`src/rtl/rf_write_arbiter.sv`:
```
// Register-file write port front end: merges pipeline writeback with buffered
// MDU results and tracks registers that still await an MDU write.
module rf_write_arbiter #(
  parameter int DEPTH = 2
) (
  input  logic        clk,
  input  logic        rst,
  input  logic        pipe_wr_en,
  input  logic [4:0]  pipe_rd,
  input  logic [31:0] pipe_data,
  input  logic        mdu_issue,
  input  logic [4:0]  mdu_issue_rd,
  input  logic        mdu_valid,
  output logic        mdu_ready,
  input  logic [4:0]  mdu_rd,
  input  logic [31:0] mdu_data,
  input  logic [4:0]  q_rs1,
  input  logic [4:0]  q_rs2,
  input  logic [4:0]  q_rd,
  output logic        rs1_busy,
  output logic        rs2_busy,
  output logic        rd_busy,
  output logic        RFWr,
  output logic [4:0]  WrDtAdr,
  output logic [31:0] WrDt
);
  localparam int PW = $clog2(DEPTH);
  localparam logic [PW:0] FULL_CNT = (PW+1)'(DEPTH);

  logic [4:0]    fifo_rd_q   [DEPTH];
  logic [31:0]   fifo_data_q [DEPTH];
  logic [PW-1:0] wr_ptr_q, rd_ptr_q;
  logic [PW:0]   count_q;
  logic [31:0]   busy_q, busy_d;
  logic          wr_q;
  logic [4:0]    adr_q;
  logic [31:0]   dt_q;

  logic       push, pop;
  logic [4:0] head_rd;

  // MDU handshake: a result transfers on a clock edge where mdu_valid and
  // mdu_ready are both high; mdu_ready depends only on the current fill level.
  assign mdu_ready = (count_q < FULL_CNT);
  assign push      = mdu_valid && mdu_ready;
  assign pop       = !pipe_wr_en && (count_q != '0);
  assign head_rd   = fifo_rd_q[rd_ptr_q];

  always_comb begin
    busy_d = busy_q;
    if (pop) busy_d[head_rd] = 1'b0;
    // Issue is applied after the clear so a same-cycle set wins.
    if (mdu_issue && (mdu_issue_rd != 5'd0)) busy_d[mdu_issue_rd] = 1'b1;
    busy_d[0] = 1'b0;
  end

  always_ff @(posedge clk) begin
    if (push && !rst) begin
      fifo_rd_q[wr_ptr_q]   <= mdu_rd;
      fifo_data_q[wr_ptr_q] <= mdu_data;
    end
  end

  always_ff @(posedge clk) begin
    if (rst) begin
      wr_q     <= 1'b0;
      adr_q    <= 5'd0;
      dt_q     <= 32'd0;
      wr_ptr_q <= '0;
      rd_ptr_q <= '0;
      count_q  <= '0;
      busy_q   <= 32'd0;
    end else begin
      if (push) wr_ptr_q <= wr_ptr_q + PW'(1);
      if (pipe_wr_en) begin
        wr_q  <= (pipe_rd != 5'd0);
        adr_q <= pipe_rd;
        dt_q  <= pipe_data;
      end else if (pop) begin
        wr_q     <= (head_rd != 5'd0);
        adr_q    <= head_rd;
        dt_q     <= fifo_data_q[rd_ptr_q];
        rd_ptr_q <= rd_ptr_q + PW'(1);
      end else begin
        wr_q <= 1'b0;
      end
      case ({push, pop})
        2'b10:   count_q <= count_q + (PW+1)'(1);
        2'b01:   count_q <= count_q - (PW+1)'(1);
        default: count_q <= count_q;
      endcase
      busy_q <= busy_d;
    end
  end

  assign rs1_busy = busy_q[q_rs1] && (q_rs1 != 5'd0);
  assign rs2_busy = busy_q[q_rs2] && (q_rs2 != 5'd0);
  assign rd_busy  = busy_q[q_rd]  && (q_rd  != 5'd0);

  assign RFWr    = wr_q;
  assign WrDtAdr = adr_q;
  assign WrDt    = dt_q;
endmodule
```
`config.mk`:
```
export PLATFORM = sky130hd
export DESIGN_NAME = rf_write_arbiter
export DESIGN_NICKNAME = d
export VERILOG_FILES = /design/src/rtl/rf_write_arbiter.sv
export SDC_FILE = /design/constraint.sdc
export NUM_CORES = 1
export LEC_CHECK = 0
export BUFFER_PORTS_ARGS = -buffer_cell sky130_fd_sc_hd__buf_4
export CAP_MARGIN = 20
export CORE_ASPECT_RATIO = 1.4
export CORE_MARGIN = 2
export CORE_UTILIZATION = 59
export DETAILED_ROUTE_END_ITERATION = 8
export GPL_TIMING_DRIVEN = 0
export HOLD_SLACK_MARGIN = 0.06
export PLACE_DENSITY_LB_ADDON = 0.3
export SLEW_MARGIN = 25
export SYNTH_ARGS = -nofsm -noshare
export SYNTH_HDL_FRONTEND = slang
export SYNTH_SLANG_ARGS = --single-unit
export TNS_END_PERCENT = 100
```
`constraint.sdc`:
```
create_clock -name clk -period 7.6 [get_ports clk]
set_input_delay 0.76 -clock clk [delete_from_list [all_inputs] [get_ports clk]]
set_output_delay 0.76 -clock clk [all_outputs]
set_load 0.1 [all_outputs]
```
==> run_results.csv, run 1 <==
group,metric,value,unit
grt,grt_pass1_vias,6258,
power,powerDensity,327,nW/µm²
placement,place_area,8100,µm²
power,max-vdd-ir-drop,0.309,mV
grt,met3_usage,7.40,%
yosys,synth_flop_cell,"edfxtp_1",
route,viasPerCell,6.22,
grt,grt_max_degree,17,
power,clock_power_share,28.8,%
power,power.total,2.83,mW
cts,post-cts-setup-buffers,0,
setup_path,timing.rr.start,"count_q[1]",
cts,htree_levels,4,
yosys,ys_types,46,
setup_path,worstSetupStartpoint,"q_rs1[0]",
route,wire_per_inst,21.1,µm
yosys,yosysTopAreaCell,"edfxtp_1",
cells_and_area,multi_input_area,2870,µm²
cells_and_area,post_route_cells_drive_above_1_share,26.2,%
timing,finalSetupViolCount,0,
floorplan,die_area,12400,µm²
timing,min_period,3410,ps
power,p_comb_share,36.4,%
setup_path,path_class,"input port to output pin",
timing,fmax,0.294,GHz
timing,drv_slew,0,
status,status,"finished, final reports clean",
flow_run,max_cap_viol_count,0,
yosys,synth_nets,730,
cts,cts_buffer_depth,2,
yosys,ys_async_sr_fraction,0,%
setup_path,critPathMaxFanout,10,
yosys,synth-edff-count,74,
cts,cts-root-buf,"clkbuf_16",
yosys,avgSynthCellArea,10.8,µm²
yosys,synth_area,6820,µm²
power,internal_power,1.74,mW
yosys,syn_inst,630,
cts,ctsResizeCount,0,
setup_path,critPathArrivalTime,2650,ps
route,wirelength,20000,µm
setup_path,r2r_cells,7,
floorplan,io_pins,141,
timing,tightestPinTransition,798,ps
power,switching_share,38.7,%
yosys,synth_top_area_share,32.6,%
grt,track_usage,32.9,%
grt,antenna_found_initial,0,
cells_and_area,area_growth,27.1,%
grt,grt_util_met2,58.9,%
grt,grt-ovfl-total,0,
worst_hold_path,hp-class,"flip-flop to flip-flop",
placement,portBuffers,136,
timing,finalHoldViolCount,0,
cells_and_area,nets,893,
setup_path,startpoint_type,"input port",
power,seqPwrFrac,34.8,%
timing,finalCritPeriodShare,44.8,%
cells_and_area,antenna_cells,0,
floorplan,dieWidth,94.8,µm
grt,grtUsageMet1,33.5,%
cts,cts_tree,"done",
route,detail-route-antenna-nets,0,
grt,busiest_layer,"met2",
timing,finClkSkew,8.90,ps
route,drc_errors,0,
cts,worstSkewPairLatency,420,ps
route,vias,5906,
cts,clock-sinks,148,
yosys,ys_top_cells_by_count,"74 x dfxtp_1, 74 x edfxtp_1, 74 x nand2_1",
cells_and_area,final_cells,950,
setup_path,crit_required,6840,ps
cells_and_area,final_area,8660,µm²
floorplan,chipHeight,131,µm
placement,gp_congestion,0.854,
timing,setup-tns-final,0,ps
cts,hold_buffers,0,
grt,grt_pass1_wl,31200,µm
floorplan,num_rows,46,
yosys,synth-seq-cells,148,
cells_and_area,fillCellCount,716,
yosys,synth.yosys.seq_area_share,54.3,%
placement,dpl.hpwl,14100,µm
setup_path,regToRegSetupSlack,5260,ps
timing,maxSlewHeadroom,46.4,%
route,detail_route.iter0.violations,491,
setup_path,r2r-end,"fifo_data_q[0][23]",
floorplan,core_area,11300,µm²
placement,dp.cells,918,
cells_and_area,seq_area,3700,µm²
yosys,ys.warnings.count,0,
timing,rsz0062_at_grt,"false",
cts,clk_pin_slew,60,ps
setup_path,endpoint_kind,"output pin",
floorplan,start_util,60.4,%
cts,numCtsBuffers,17,
route,drtPass1Iterations,5,
power,p_leak,3.40,nW
setup_path,worstSetupEndpoint,"rs1_busy",
power,switching_power,1.10,mW
yosys,synthTopCellsByArea,"edfxtp_1 33%, dfxtp_1 22%, mux2i_1 8.1%",
==> how the worst min path moves through the flow <==
stage	cells past startpoint	end	start	slack, ps
CTS	1	fifo_data_q[0][19]	mdu_data[19]	510
detailed placement	2	busy_q[9]	busy_q[9]	500
finish	2	busy_q[27]	busy_q[27]	510
floorplan	2	busy_q[3]	busy_q[3]	470
global placement	2	busy_q[15]	busy_q[15]	490
global route	1	fifo_data_q[0][19]	mdu_data[19]	510
==> flip-flops by register name, indices dropped and copies added (netlist names), named ones only <==
| name | cells |
|---|---|
| wr_ptr_q | 1 |
| count_q | 2 |
| WrDt | 32 |
| WrDtAdr | 5 |
| rd_ptr_q | 1 |
| RFWr | 1 |
| busy_q | 31 |
| fifo_data_q | 64 |
| fifo_rd_q | 10 |
==> critical path, cell delays in order <==
cell	delay [ps]
buf_4	90
buf_2	210
nor2b_1	350
a32oi_1	90
a2111oi_1	640
a221o_1	210
buf_4	290
==> routing by layer <==
layer  up-vias  part of all wire, %
met5         -                    0
met3       100                  6.4
met4         0                  5.8
li1       2674                    -
met2       329                   54
met1      2803                   34
==> cell families (layout without fill, tap and decap cells) <==
logic type                 Yosys count  in the layout  share of synthesized area [%]
muxes                               76             76                           12.7
buffers and inverters               49            225                           3.78
DFF                                148            148                           54.3
and+or+nand+nor                    176            176                           11.9
adders and majority gates            1              1                          0.184
xor gates and xnor gates             4              4                          0.514
AOI/OAI and AO/OA                  176            176                           16.6
==> final cells by class <==
cell class / count / area share [%]
multi-input cells: 433 / 33.1
inverters: 4 / 0.173
clock buffers: 20 / 5.04
flip-flops and latches: 148 / 42.8
plain buffers: 45 / 2.80
well taps: 144 / 2.08
repair buffers: 144 / 12.6
clock inverters: 12 / 1.50
==> per-stage QoR <==
| stage | setup WS (ps) | util [%] | hold slack [ps] |
|---|---|---|---|
| floorplan | 3140 | - | 465 |
| detailed placement | 4290 | 71.8 | 501 |
| finish | 4190 | 76.8 | 511 |
| global route | 4150 | 76.8 | 507 |
| CTS | 4300 | 76.8 | 507 |
| global placement | 1710 | 71.1 | 488 |
==> cells in the final DEF (no fill, tap or decap), types with 9 or more instances in the layout <==
cell       count
a211o_1       37
nor2_1        49
buf_4        152
clkbuf_16     17
nor2b_1       11
edfxtp_1      74
nand3_1       11
dfxtp_1       74
nand2_1       74
o21ai_0       34
buf_2         11
a21oi_1       70
mux2_2         9
mux2i_1       55
clkbuf_1      21
==> power groups by stage <==
stage               combinational (mW)  clock [mW]  sequential, mW
finish                            1.03       0.815           0.987
global route                      1.09       0.853           0.993
CTS                               1.03       0.818           0.984
detailed placement                1.01           0           0.998
global placement                 0.974           0           0.999
floorplan                        0.467           0            1.28
No activity file was read; power rests on OpenSTA's default activity.
==> run 2: changes to the inputs <==
--- a/config.mk
+++ b/config.mk
@@ -9,7 +9,7 @@
 export CAP_MARGIN = 20
 export CORE_ASPECT_RATIO = 1.4
 export CORE_MARGIN = 2
-export CORE_UTILIZATION = 59
+export CORE_UTILIZATION = 55
 export DETAILED_ROUTE_END_ITERATION = 8
 export GPL_TIMING_DRIVEN = 0
 export HOLD_SLACK_MARGIN = 0.06
==> constraint.sdc (replaced) <==
create_clock -name clk -period 3.18 [get_ports clk]
set_input_delay 0.318 -clock clk [delete_from_list [all_inputs] [get_ports clk]]
set_output_delay 0.318 -clock clk [all_outputs]
set_load 0.1 [all_outputs]
==> run 2 against run 1 <==
Clock power is 140% higher. Combinational power is 140% higher. Die area is 7.0% higher. Sequential power is 140% higher. Critical path depth is 2 lower. Critical path type is now flip-flop to output pin. Largest power group unchanged.
==> run_results.csv, run 2 (synthesis gave the netlist of run 1 again) <==
group,metric,value,unit
timing,setup_ws,501,ps
placement,portBuffers,136,
route,wire_per_inst,19.2,µm
placement,place_area,8130,µm²
timing,tightestPinTransition,749,ps
cts,cts_buffer_depth,2,
cts,clk_pin_slew,60,ps
grt,grt_pass1_wl,28700,µm
power,power.total,6.77,mW
placement,gp_congestion,1.01,
cells_and_area,antenna_cells,0,
cts,worstSkewPairLatency,420,ps
power,p_leak,3.39,nW
setup_path,startpoint_type,"flip-flop",
route,viasPerCell,5.97,
setup_path,path_class,"flip-flop to output pin",
timing,rsz0062_at_grt,"false",
timing,fmax,0.373,GHz
floorplan,start_util,55.9,%
flow_run,max_cap_viol_count,0,
cts,cts_tree,"done",
floorplan,dieWidth,98.1,µm
cells_and_area,nets,891,
placement,dpl.hpwl,13700,µm
floorplan,chipHeight,136,µm
placement,post-place-ws,793,ps
power,max-vdd-ir-drop,0.620,mV
cells_and_area,regMostFlops,"fifo_data_q",
floorplan,num_rows,48,
route,vias,5699,
cells_and_area,final_common_cell,"buf_4",
timing,drv_slew,0,
cells_and_area,fillCellCount,851,
cells_and_area,seq_area,3700,µm²
floorplan,die_area,13300,µm²
route,drc_errors,0,
cts,cts-root-buf,"clkbuf_16",
timing,setup-tns-final,0,ps
cts,numCtsBuffers,17,
route,wirelength,18300,µm
grt,track_usage,27.7,%
cts,hold_buffers,0,
cells_and_area,final_cell_mix,"146 x buf_4, 74 x dfxtp_1, 74 x nand2_1, 74 x edfxtp_1, 70 x a21oi_1",
floorplan,core_area,12200,µm²
floorplan,io_pins,141,
worst_hold_path,hp-class,"input port to flip-flop",
cts,post-cts-setup-buffers,0,
setup_path,critPathArrivalTime,2360,ps
cells_and_area,final_area,8720,µm²
setup_path,crit_required,2860,ps
timing,finalHoldViolCount,0,
cells_and_area,area_growth,28.0,%
cts,clock-sinks,148,
timing,min_period,2680,ps
setup_path,endpoint_kind,"output pin",
timing,maxSlewHeadroom,49.7,%
cells_and_area,post_route_cells_drive_above_1_share,26.2,%
cells_and_area,largest_register_ffs,64,
grt,grt_max_degree,17,
timing,finalSetupViolCount,0,
grt,grt_pass1_vias,5868,
placement,dp.cells,922,
route,drtPass1Iterations,5,
cells_and_area,final_cells,954,
setup_path,critPathMaxFanout,4,
timing,finalCritPeriodShare,84.2,%
route,detail-route-antenna-nets,0,
cts,htree_levels,4,
cts,ctsResizeCount,0,
power,powerDensity,777,nW/µm²
timing,finClkSkew,7.42,ps
grt,grt-ovfl-total,0,
status,status,"finished, final reports clean",
cells_and_area,multi_input_area,2880,µm²
grt,antenna_found_initial,0,
route,detail_route.iter0.violations,256,
-- run 2: cell count changes in the layout (fill, tap and decap cells not counted), sizes merged --
cell      previous run  this run
clkinvlp             1         5
buf                171       169
clkbuf              38        36
clkinv               6         5
inv                  7         6
-- run 2: routing by layer --
metal / track usage [%] / share of wire (%) / up-vias
met2: 51.5 / 55 / 236
met1: 28.8 / 36 / 2738
met4: 14.7 / 3.8 / 0
li1: - / - / 2671
met3: 5.83 / 5.9 / 54
met5: 0 / 0 / -
-- run 2: final timing paths --
kind	depth (start not counted)	slack, ps	startpoint	end
setup / recovery	5	500	busy_q[26]	rs1_busy
hold / removal	1	80	mdu_data[13]	fifo_data_q[1][13]
setup reg to reg	6	1190	count_q[1]	fifo_data_q[1][28]
hold reg to reg	2	510	busy_q[4]	busy_q[4]
-- run 2: cell type report --
type | instances | share of cell area (%)
sequential | 148 | 42.5
multi-input combinational | 433 | 33.0
clock inverter | 14 | 1.76
timing repair buffer | 142 | 12.7
clock buffer | 18 | 5.03
buffer | 45 | 2.78
inverter | 4 | 0.172
tap | 150 | 2.15
-- run 2: metrics by stage --
step | utilization [%] | hold WS, ps
global route | 71.6 | 72.0
CTS | 71.6 | 75.8
floorplan | - | 417
detailed placement | 66.7 | 497
global placement | 65.9 | 487
finish | 71.6 | 82.2
-- run 2: worst max-delay path, cell delays in order, from the launching register on --
cell and delay [ps]:
dfxtp_1 340, mux2_1 300, o311ai_0 570, a221oi_1 130, a221o_1 380, buf_4 230
-- run 2: where the power goes --
| group | total [mW] | switching [mW] | leakage, nW | internal, mW |
|---|---|---|---|---|
| combinational | 2.44 | 1.68 | 1.84 | 0.764 |
| sequential | 2.35 | 0.113 | 1.28 | 2.24 |
| clock | 1.98 | 0.800 | 0.273 | 1.18 |
| total | 6.77 | 2.59 | 3.39 | 4.18 |
